File: config.mk
export PLATFORM = sky130hd
export DESIGN_NAME = i2c_txn_arbiter
export DESIGN_NICKNAME = d
export VERILOG_FILES = /design/src/rtl/i2c_txn_arbiter_pkg.sv /design/src/rtl/i2c_txn_arbiter_rr_pick.sv /design/src/rtl/i2c_txn_arbiter.sv
export SDC_FILE = /design/constraint.sdc
export NUM_CORES = 1
export LEC_CHECK = 0
export CAP_MARGIN = 10
export CORE_ASPECT_RATIO = 1.2
export CORE_MARGIN = 4
export CORE_UTILIZATION = 42
export CTS_CLUSTER_DIAMETER = 120
export DETAILED_ROUTE_END_ITERATION = 6
export PLACE_DENSITY = 0.86
export SLEW_MARGIN = 20
export SYNTH_ARGS = -nofsm -noshare
export SYNTH_HDL_FRONTEND = slang
export SYNTH_SLANG_ARGS = --single-unit
File: constraint.sdc
create_clock -name clk -period 2 [get_ports clk]
set_input_delay 0.6 -clock clk [delete_from_list [all_inputs] [get_ports clk]]
set_output_delay 0.6 -clock clk [all_outputs]
set_load 0.01 [all_outputs]
File: src/rtl/i2c_txn_arbiter_pkg.sv
// Shared definitions for the I2C transaction arbiter: master state codes,
// arbiter FSM encoding and transfer direction constants.
package i2c_pkg;

  localparam logic [3:0] I2C_ST_IDLE     = 4'd0;
  localparam logic [3:0] I2C_ST_START    = 4'd1;
  localparam logic [3:0] I2C_ST_ADDR     = 4'd2;
  localparam logic [3:0] I2C_ST_RW       = 4'd3;
  localparam logic [3:0] I2C_ST_ADDR_ACK = 4'd4;
  localparam logic [3:0] I2C_ST_WDATA    = 4'd5;
  localparam logic [3:0] I2C_ST_RDATA    = 4'd6;
  localparam logic [3:0] I2C_ST_DATA_ACK = 4'd7;
  localparam logic [3:0] I2C_ST_PRE_STOP = 4'd8;
  localparam logic [3:0] I2C_ST_STOP     = 4'd9;

  localparam logic DIR_WRITE = 1'b0;
  localparam logic DIR_READ  = 1'b1;

  typedef enum logic [2:0] {
    ARB_IDLE   = 3'd0,
    ARB_GRANT  = 3'd1,
    ARB_LAUNCH = 3'd2,
    ARB_RUN    = 3'd3,
    ARB_FINISH = 3'd4,
    ARB_GAP    = 3'd5
  } arb_state_t;

endpackage

File: src/rtl/i2c_txn_arbiter_rr_pick.sv
// Combinational round-robin picker: the first requester with req high,
// searching upward from ptr+1 and wrapping, as a one-hot vector and an index.
module rr_pick #(
  parameter int unsigned N  = 4,
  parameter int unsigned IW = $clog2(N)
) (
  input  logic [N-1:0]  req_i,
  input  logic [IW-1:0] ptr_i,
  output logic          any_o,
  output logic [IW-1:0] idx_o,
  output logic [N-1:0]  onehot_o
);

  logic          found;
  logic [IW-1:0] cand;
  logic [IW-1:0] win;

  always_comb begin
    found = 1'b0;
    cand  = '0;
    win   = '0;
    for (int unsigned k = 1; k <= N; k++) begin
      cand = IW'((32'(ptr_i) + k) % N);
      if (!found && req_i[cand]) begin
        found = 1'b1;
        win   = cand;
      end
    end
  end

  always_comb begin
    onehot_o = '0;
    if (found) onehot_o[win] = 1'b1;
  end

  assign any_o = found;
  assign idx_o = win;

endmodule

File: src/rtl/i2c_txn_arbiter.sv
// Shares one I2C master among N_REQ requesters, one whole transaction at a time.
// Define I2C_ARB_TIMEOUT_EN to add a per-transaction watchdog that aborts with err.
module i2c_txn_arbiter
  import i2c_pkg::*;
#(
  parameter int unsigned N_REQ          = 4,
  parameter int unsigned MIN_IDLE       = 8,
  parameter int unsigned TIMEOUT_CYCLES = 4096
) (
  input  logic               clk,
  input  logic               rst,
  input  logic [N_REQ-1:0]   req,
  input  logic [N_REQ-1:0]   rw,
  input  logic [8*N_REQ-1:0] wdata,
  output logic [N_REQ-1:0]   gnt,
  output logic [N_REQ-1:0]   done,
  output logic [7:0]         rdata,
  output logic               busy,
  output logic               err,
  output logic               m_rst,
  output logic               m_rw,
  output logic [7:0]         m_data_in,
  input  logic [7:0]         m_data_out,
  input  logic [3:0]         m_state,
  output arb_state_t         dbg_state
);

  localparam int unsigned IW = $clog2(N_REQ);
  localparam int unsigned GW = $clog2(MIN_IDLE);

  if (N_REQ < 2 || N_REQ > 8) begin : g_bad_n_req
  end
  if (MIN_IDLE < 2) begin : g_bad_min_idle
  end

  arb_state_t         state_q;
  logic [IW-1:0]      ptr_q;
  logic [IW-1:0]      win_q;
  logic [N_REQ-1:0]   gnt_q;
  logic [N_REQ-1:0]   done_q;
  logic [7:0]         rdata_q;
  logic               m_rst_q;
  logic               m_rw_q;
  logic [7:0]         m_data_in_q;
  logic               seen_stop_q;
  logic [GW-1:0]      gap_q;

  logic               pick_any;
  logic [IW-1:0]      pick_idx;
  logic [N_REQ-1:0]   pick_onehot;

  rr_pick #(
    .N  (N_REQ),
    .IW (IW)
  ) u_rr_pick (
    .req_i    (req),
    .ptr_i    (ptr_q),
    .any_o    (pick_any),
    .idx_o    (pick_idx),
    .onehot_o (pick_onehot)
  );

`ifdef I2C_ARB_TIMEOUT_EN
  localparam int unsigned WD_W = $clog2(TIMEOUT_CYCLES + 1);
  logic [WD_W-1:0] wd_q;
  logic            err_q;
`else
  if (TIMEOUT_CYCLES < 1) begin : g_bad_timeout
  end
`endif

  // Handshake: req is a level held by the requester until its done pulse;
  // gnt stays high for the owned transaction, done is a single-cycle pulse.
  always_ff @(posedge clk or negedge rst) begin
    if (!rst) begin
      state_q     <= ARB_IDLE;
      ptr_q       <= '0;
      win_q       <= '0;
      gnt_q       <= '0;
      done_q      <= '0;
      rdata_q     <= '0;
      m_rst_q     <= 1'b1;
      m_rw_q      <= DIR_WRITE;
      m_data_in_q <= '0;
      seen_stop_q <= 1'b0;
      gap_q       <= '0;
`ifdef I2C_ARB_TIMEOUT_EN
      wd_q        <= '0;
      err_q       <= 1'b0;
`endif
    end else begin
      case (state_q)
        ARB_IDLE: begin
          if (pick_any) begin
            win_q       <= pick_idx;
            gnt_q       <= pick_onehot;
            m_rw_q      <= rw[pick_idx];
            m_data_in_q <= wdata[{pick_idx, 3'b000} +: 8];
            state_q     <= ARB_GRANT;
          end
        end
        ARB_GRANT: begin
          m_rst_q     <= 1'b0;
          seen_stop_q <= 1'b0;
`ifdef I2C_ARB_TIMEOUT_EN
          wd_q        <= '0;
`endif
          state_q     <= ARB_LAUNCH;
        end
        ARB_LAUNCH: begin
          if (m_state != I2C_ST_IDLE) begin
            if (m_state == I2C_ST_STOP) seen_stop_q <= 1'b1;
            state_q <= ARB_RUN;
          end
        end
        ARB_RUN: begin
          if (m_state == I2C_ST_STOP) seen_stop_q <= 1'b1;
          // Completion is the master's return to idle after it has shown STOP.
          if (seen_stop_q && m_state == I2C_ST_IDLE) begin
            rdata_q <= m_data_out;
            done_q  <= gnt_q;
            gnt_q   <= '0;
            m_rst_q <= 1'b1;
            ptr_q   <= win_q;
            state_q <= ARB_FINISH;
          end
        end
        ARB_FINISH: begin
          done_q  <= '0;
`ifdef I2C_ARB_TIMEOUT_EN
          err_q   <= 1'b0;
`endif
          gap_q   <= GW'(MIN_IDLE - 1);
          state_q <= ARB_GAP;
        end
        ARB_GAP: begin
          if (gap_q == '0) state_q <= ARB_IDLE;
          else             gap_q   <= gap_q - 1'b1;
        end
        default: state_q <= ARB_IDLE;
      endcase

`ifdef I2C_ARB_TIMEOUT_EN
      // Placed after the case so an expiring watchdog overrides normal progress.
      if (state_q == ARB_LAUNCH || state_q == ARB_RUN) begin
        if (wd_q == WD_W'(TIMEOUT_CYCLES - 1)) begin
          rdata_q <= '0;
          err_q   <= 1'b1;
          done_q  <= gnt_q;
          gnt_q   <= '0;
          m_rst_q <= 1'b1;
          ptr_q   <= win_q;
          state_q <= ARB_FINISH;
        end else begin
          wd_q <= wd_q + 1'b1;
        end
      end
`endif
    end
  end

  assign gnt       = gnt_q;
  assign done      = done_q;
  assign rdata     = rdata_q;
  assign busy      = (state_q != ARB_IDLE);
  assign m_rst     = m_rst_q;
  assign m_rw      = m_rw_q;
  assign m_data_in = m_data_in_q;
  assign dbg_state = state_q;
`ifdef I2C_ARB_TIMEOUT_EN
  assign err       = err_q;
`else
  assign err       = 1'b0;
`endif

endmodule

# == After elaboration in Yosys (flattened, before gate mapping) ==
# Index checks and enable logic that the tools add are counted.
# totals
regBits,37
# op_classes
eq_ne,11
add_sub_neg,5
n_reduce_logical,26
mux,37
n_lt_le_gt_ge,6
shifts,1
# ops
op,n
indexed part select 32 x 6 -> 8 bit,1
one-hot mux 3 bit (6 select lines),1
one-hot mux 4 bit (2 select lines),2
"less-than comparator 2 x 3 -> 1 bit, second input constant",5
two-way mux 3 bit,5
two-way mux 1 bit,13
two-way mux 4 bit,3
AND reduction 2 bit,6
binary-select mux 1 bit (select 2 bit),5
"inequality test 2 bit, second input constant",5
two-way mux 2 bit,4
nonzero test 2 bit,4
"== test 3 x 2 -> 1 bit, second input constant",2
"== test 3 bit, second input constant",2
logical NOT 3 bit,2
one-hot mux 3 bit (2 select lines),1
nonzero test 3 bit,2
logical AND 1 bit,5
"adder 2 x 1 -> 2 bit, second input constant",2
"adder 2 bit, second input constant",2
"== test 4 bit, second input constant",1
logical NOT 4 bit,1
AND reduction 4 bit,1
nonzero test 4 bit,1
other kinds (8),10

# == Logic depth before layout (Yosys ltp) ==
# depth
ltp_word,19
mapped_depth,6

# == Hierarchy ==
# A second synthesis with hierarchy kept.
# hier_totals
hier_cells,191
area_unflattened_um2,1976.9
# modules_own_cells
mod,seq_area_each_um2,instances,area_per_inst_um2,cells_per_inst
i2c_txn_arbiter,927.1,1,1818.0,164
rr_pick,0.0,1,158.9,27

# == Least setup slack after synthesis ==
# No wires, ideal clock.
# synth_timing
path_kind,input -> register
start,input m_state[1]
end,"register rdata_q[6], in the netlist rdata[6]"
path_slack_ns,-0.184
path_buffers,1
required_time_ns,1.875
path_stages,4
setup_ns,0.125
t_arrival_ns,2.060
cell_sequence,or4_4 nor3_4 buf_8 mux2_2
# synth_between
elab_chain_cells,3
# synth_lines
element,line,source
from (decl),i2c_txn_arbiter.sv:24,"input logic [3:0] m_state,"
logical NOT 4 bit,i2c_txn_arbiter.sv:119,if (seen_stop_q && m_state == I2C_ST_IDLE) begin
logical AND 1 bit,i2c_txn_arbiter.sv:119,
AND reduction 2 bit (no source line),--,
to (signal assigned),i2c_txn_arbiter.sv:120,rdata_q <= m_data_out;
to (decl),i2c_txn_arbiter.sv:41,logic [7:0] rdata_q;
# No other way between the ends.
# A chain may end at the register's enable or synchronous reset.

# == Worst setup path in the final report ==
# layout_timing
start,input m_state[3]
end,"register state_q[0], in the netlist dbg_state[0]"
# layout_between
elab_chain_cells,4
# layout_lines
element,line,source
logical NOT 4 bit,i2c_txn_arbiter.sv:119,
logical AND 1 bit,i2c_txn_arbiter.sv:119,
inequality test 2 bit (no source line),--,
AND reduction 4 bit (no source line) (*),--,
to (signal assigned),i2c_txn_arbiter.sv:113,state_q <= ARB_RUN;
to (signal assigned),i2c_txn_arbiter.sv:125,state_q <= ARB_FINISH;
to (signal assigned),i2c_txn_arbiter.sv:134,state_q <= ARB_GAP;
to (decl),i2c_txn_arbiter.sv:36,arb_state_t state_q;
# Mark *: on every way between the ends. The rest lies on a longest branch, timed or not.

==> results.toml <==
[clocking]
cts_root_buf = "clkbuf_8"
cts_tree = "yes"
cts_made_buffers = 5
h-tree-depth = 2
clk_pin_slew_ns = 0.08
ctsHoldBuffers = 0
clock_sinks = 37
clk_path_buf_depth = 2
clock_latency_ns = 0.29

[finish]
area_delta_synth_final_pct = 64.6
utilization = 0.733
layout-drive-gt1-share = 0.211
diodes = 0
final_net_count = 359

[drt]
first_pass_iters = 5
drt-vias-per-instance = 5.61
vias = 2020
wl_per_cell_um = 17.8
ant_nets = 0
drt_iter0_markers = 134
wl_um = 6420
dr.max_layer_used = "met4"
wl_met1_um = 2380
met2_length_um = 3440
route.detailed.drc = 0
wl_met3_um = 453

[power_and_ir_drop]
vdd_drop_max_mv = 0.544
p_switching_mw = 1.28
pwr-share-seq = 0.345
power.internal_mw = 2.46
swShare = 0.342
clkPwrFrac = 0.182
leakagePower_nw = 1.41
pwr-share-comb = 0.474
power_density_nw_per_um2 = 1160

[yosys]
avgSynthCellArea_um2 = 9.54
netlist_area_um2 = 1960
synthCells = 205
yosys_warnings = 0
synth_cell_types = 44
synthTopCellsByCount = "dfrtp_1, nand2_1, nor2_1, o21ai_0, mux2_2"
async_reset_ff_frac = 1.00
synth_most_common_cell = "dfrtp_1"
ys.flop_type = "dfrtp_1"
ys_seq_elements = 37
synth.largest_area_cell = "dfrtp_1"
yosysTopAreaCellShare = 0.461
syn_nets = 261
yosys-top-cells-area = "dfrtp_1, mux2_2, o21ai_0"
synth_edf_count = 0
ys_seq_area_frac = 0.474

[placement]
numPortBuffers = 83
dpl.hpwl_um = 4220
gp_congestion = 0.847

[timing]
tightest_slew_ns = 0.567
slew_viol_final = 0
timing.setup.tns_ns = 0
fin_crit_ns = 1.95
fmax_mhz = 512
hold_violations = 0
relSlewSlack = 0.619
setup_viol = 0
fin_skew_ns = 0.0106
period_share = 0.976
rsz0062_at_grt = "false"

[global_routing]
antenna_found_initial = 0
grt_max_degree = 38
grt_usage = 0.220
grt_pass1_wl_um = 9910
grt_pass1_vias = 2051
grt_overflow = 0

[flow_run]
cap_violations = 0

[worst_setup_path]
worstSetupEndpointType = "register"
critPathKind = "primary input to register"
r2r_slack_ns = 0.27
cp.arrival_ns = 2.13
crit_fanout = 2
worstSetupStartpointType = "primary input"
cp.required_ns = 2.18

[die]
die_h_um = 82.8
die_x_um = 70.3
rows = 26
core_area_um2 = 4390
start_util = 0.445
ios = 85
die_area_um2 = 5820

[run_status]
status = "completed"

[hold_path]
hp-class = "primary input to asynchronous set/reset pin"
[cell type report]
class	count	area (um^2)
clock buffer	6	82.6
clock inverter	2	37.5
fill	305	1170
inverter	7	26.3
multi-input combinational	147	1040
sequential	37	927
tap	56	70.1
timing repair buffer	105	1040
[per-layer routing]
layer / global-route usage / vias up
met5: 0 / -
met4: 0.0920 / 0
met3: 0.0460 / 18
met2: 0.408 / 102
met1: 0.245 / 961
li1: - / 939
[critical path, cell delays in order]
cell	delay (ns)
dlygate4sd2_1	0.25
or4_4	0.51
buf_4	0.16
mux2i_1	0.11
o22ai_1	0.15
mux2_2	0.35
[layout by cell type (no fill, tap or decap), types with 3 or more instances in the layout]
master            n
buf_12            3
nor2_1           19
dlymetal6s2s_1    4
nand2_1          23
mux2i_1           5
inv_1             7
buf_4            17
nor3_1            6
a31oi_1           9
nand2b_1          5
o21ai_0          18
a221oi_2          7
clkbuf_8          6
a21oi_1           8
dlygate4sd2_1     7
mux2_4            9
clkdlybuf4s50_1  69
dfrtp_1          36
[per-stage QoR]
stage	total power, mW	hold slack [ns]	std cells	worst slack [ns]	area (um^2)
final	3.74	0.338	360	0.0476	3220
after global routing	3.96	0.383	360	0.00995	3220
after CTS	3.71	0.350	361	-0.0224	3190
after detailed placement	2.94	0.474	349	-0.470	2970
after global placement	2.88	0.454	349	-0.417	2970
after floorplan	2.03	0.304	205	-0.0902	1960
[registers in the layout, summed over array words and instances (netlist names)]
name / count
ptr_q: 2
rdata: 8
m_rw: 1
gap_q: 3
dbg_state: 3
win_q: 2
m_rst: 1
m_data_in: 8
done: 4
gnt: 4
seen_stop_q: 1
[power groups by stage]
stage / sequential, mW / clock (mW) / combinational, mW
6_report: 1.29 / 0.679 / 1.77
5_1_grt: 1.33 / 0.715 / 1.91
4_1_cts: 1.28 / 0.683 / 1.75
3_5_place_dp: 1.28 / 0 / 1.66
3_3_place_gp: 1.26 / 0 / 1.61
2_1_floorplan: 1.34 / 0 / 0.689
[worst paths after layout]
path                                               start                  endpoint  cells after the start
worst min register to register      gap_q[0]$_DFFE_PN0P_      gap_q[0]$_DFFE_PN0P_                      1
worst max register to register  dbg_state[2]$_DFFE_PN0P_      rdata[4]$_DFFE_PN0P_                      5
worst min-delay path                                 rst   seen_stop_q$_DFFE_PN0P_                      2
worst max-delay path                          m_state[3]  dbg_state[0]$_DFFE_PN0P_                      6
max in group asynchronous                            rst         m_rst$_DFFE_PN1P_                      2
min in group clk                    gap_q[0]$_DFFE_PN0P_      gap_q[0]$_DFFE_PN0P_                      1
[repair_timing]
| action | CTS | global route |
|---|---|---|
| resized for setup | 27 | 15 |
| pin swaps | 6 | 8 |
| gates cloned | 2 | 0 |
| setup buffers | 2 | 0 |
| setup endpoints to repair | 30 | 28 |
[cell families after synthesis]
kind of cell    count (synthesis)  synth area share
compound gates                 58             0.196
fa+ha+maj                       2            0.0128
buf+inv                        22            0.0537
flops                          37             0.474
mux                            16            0.0889
other cells                     1           0.00192
simple gates                   69             0.173
Power figures use the tool's default switching activity.
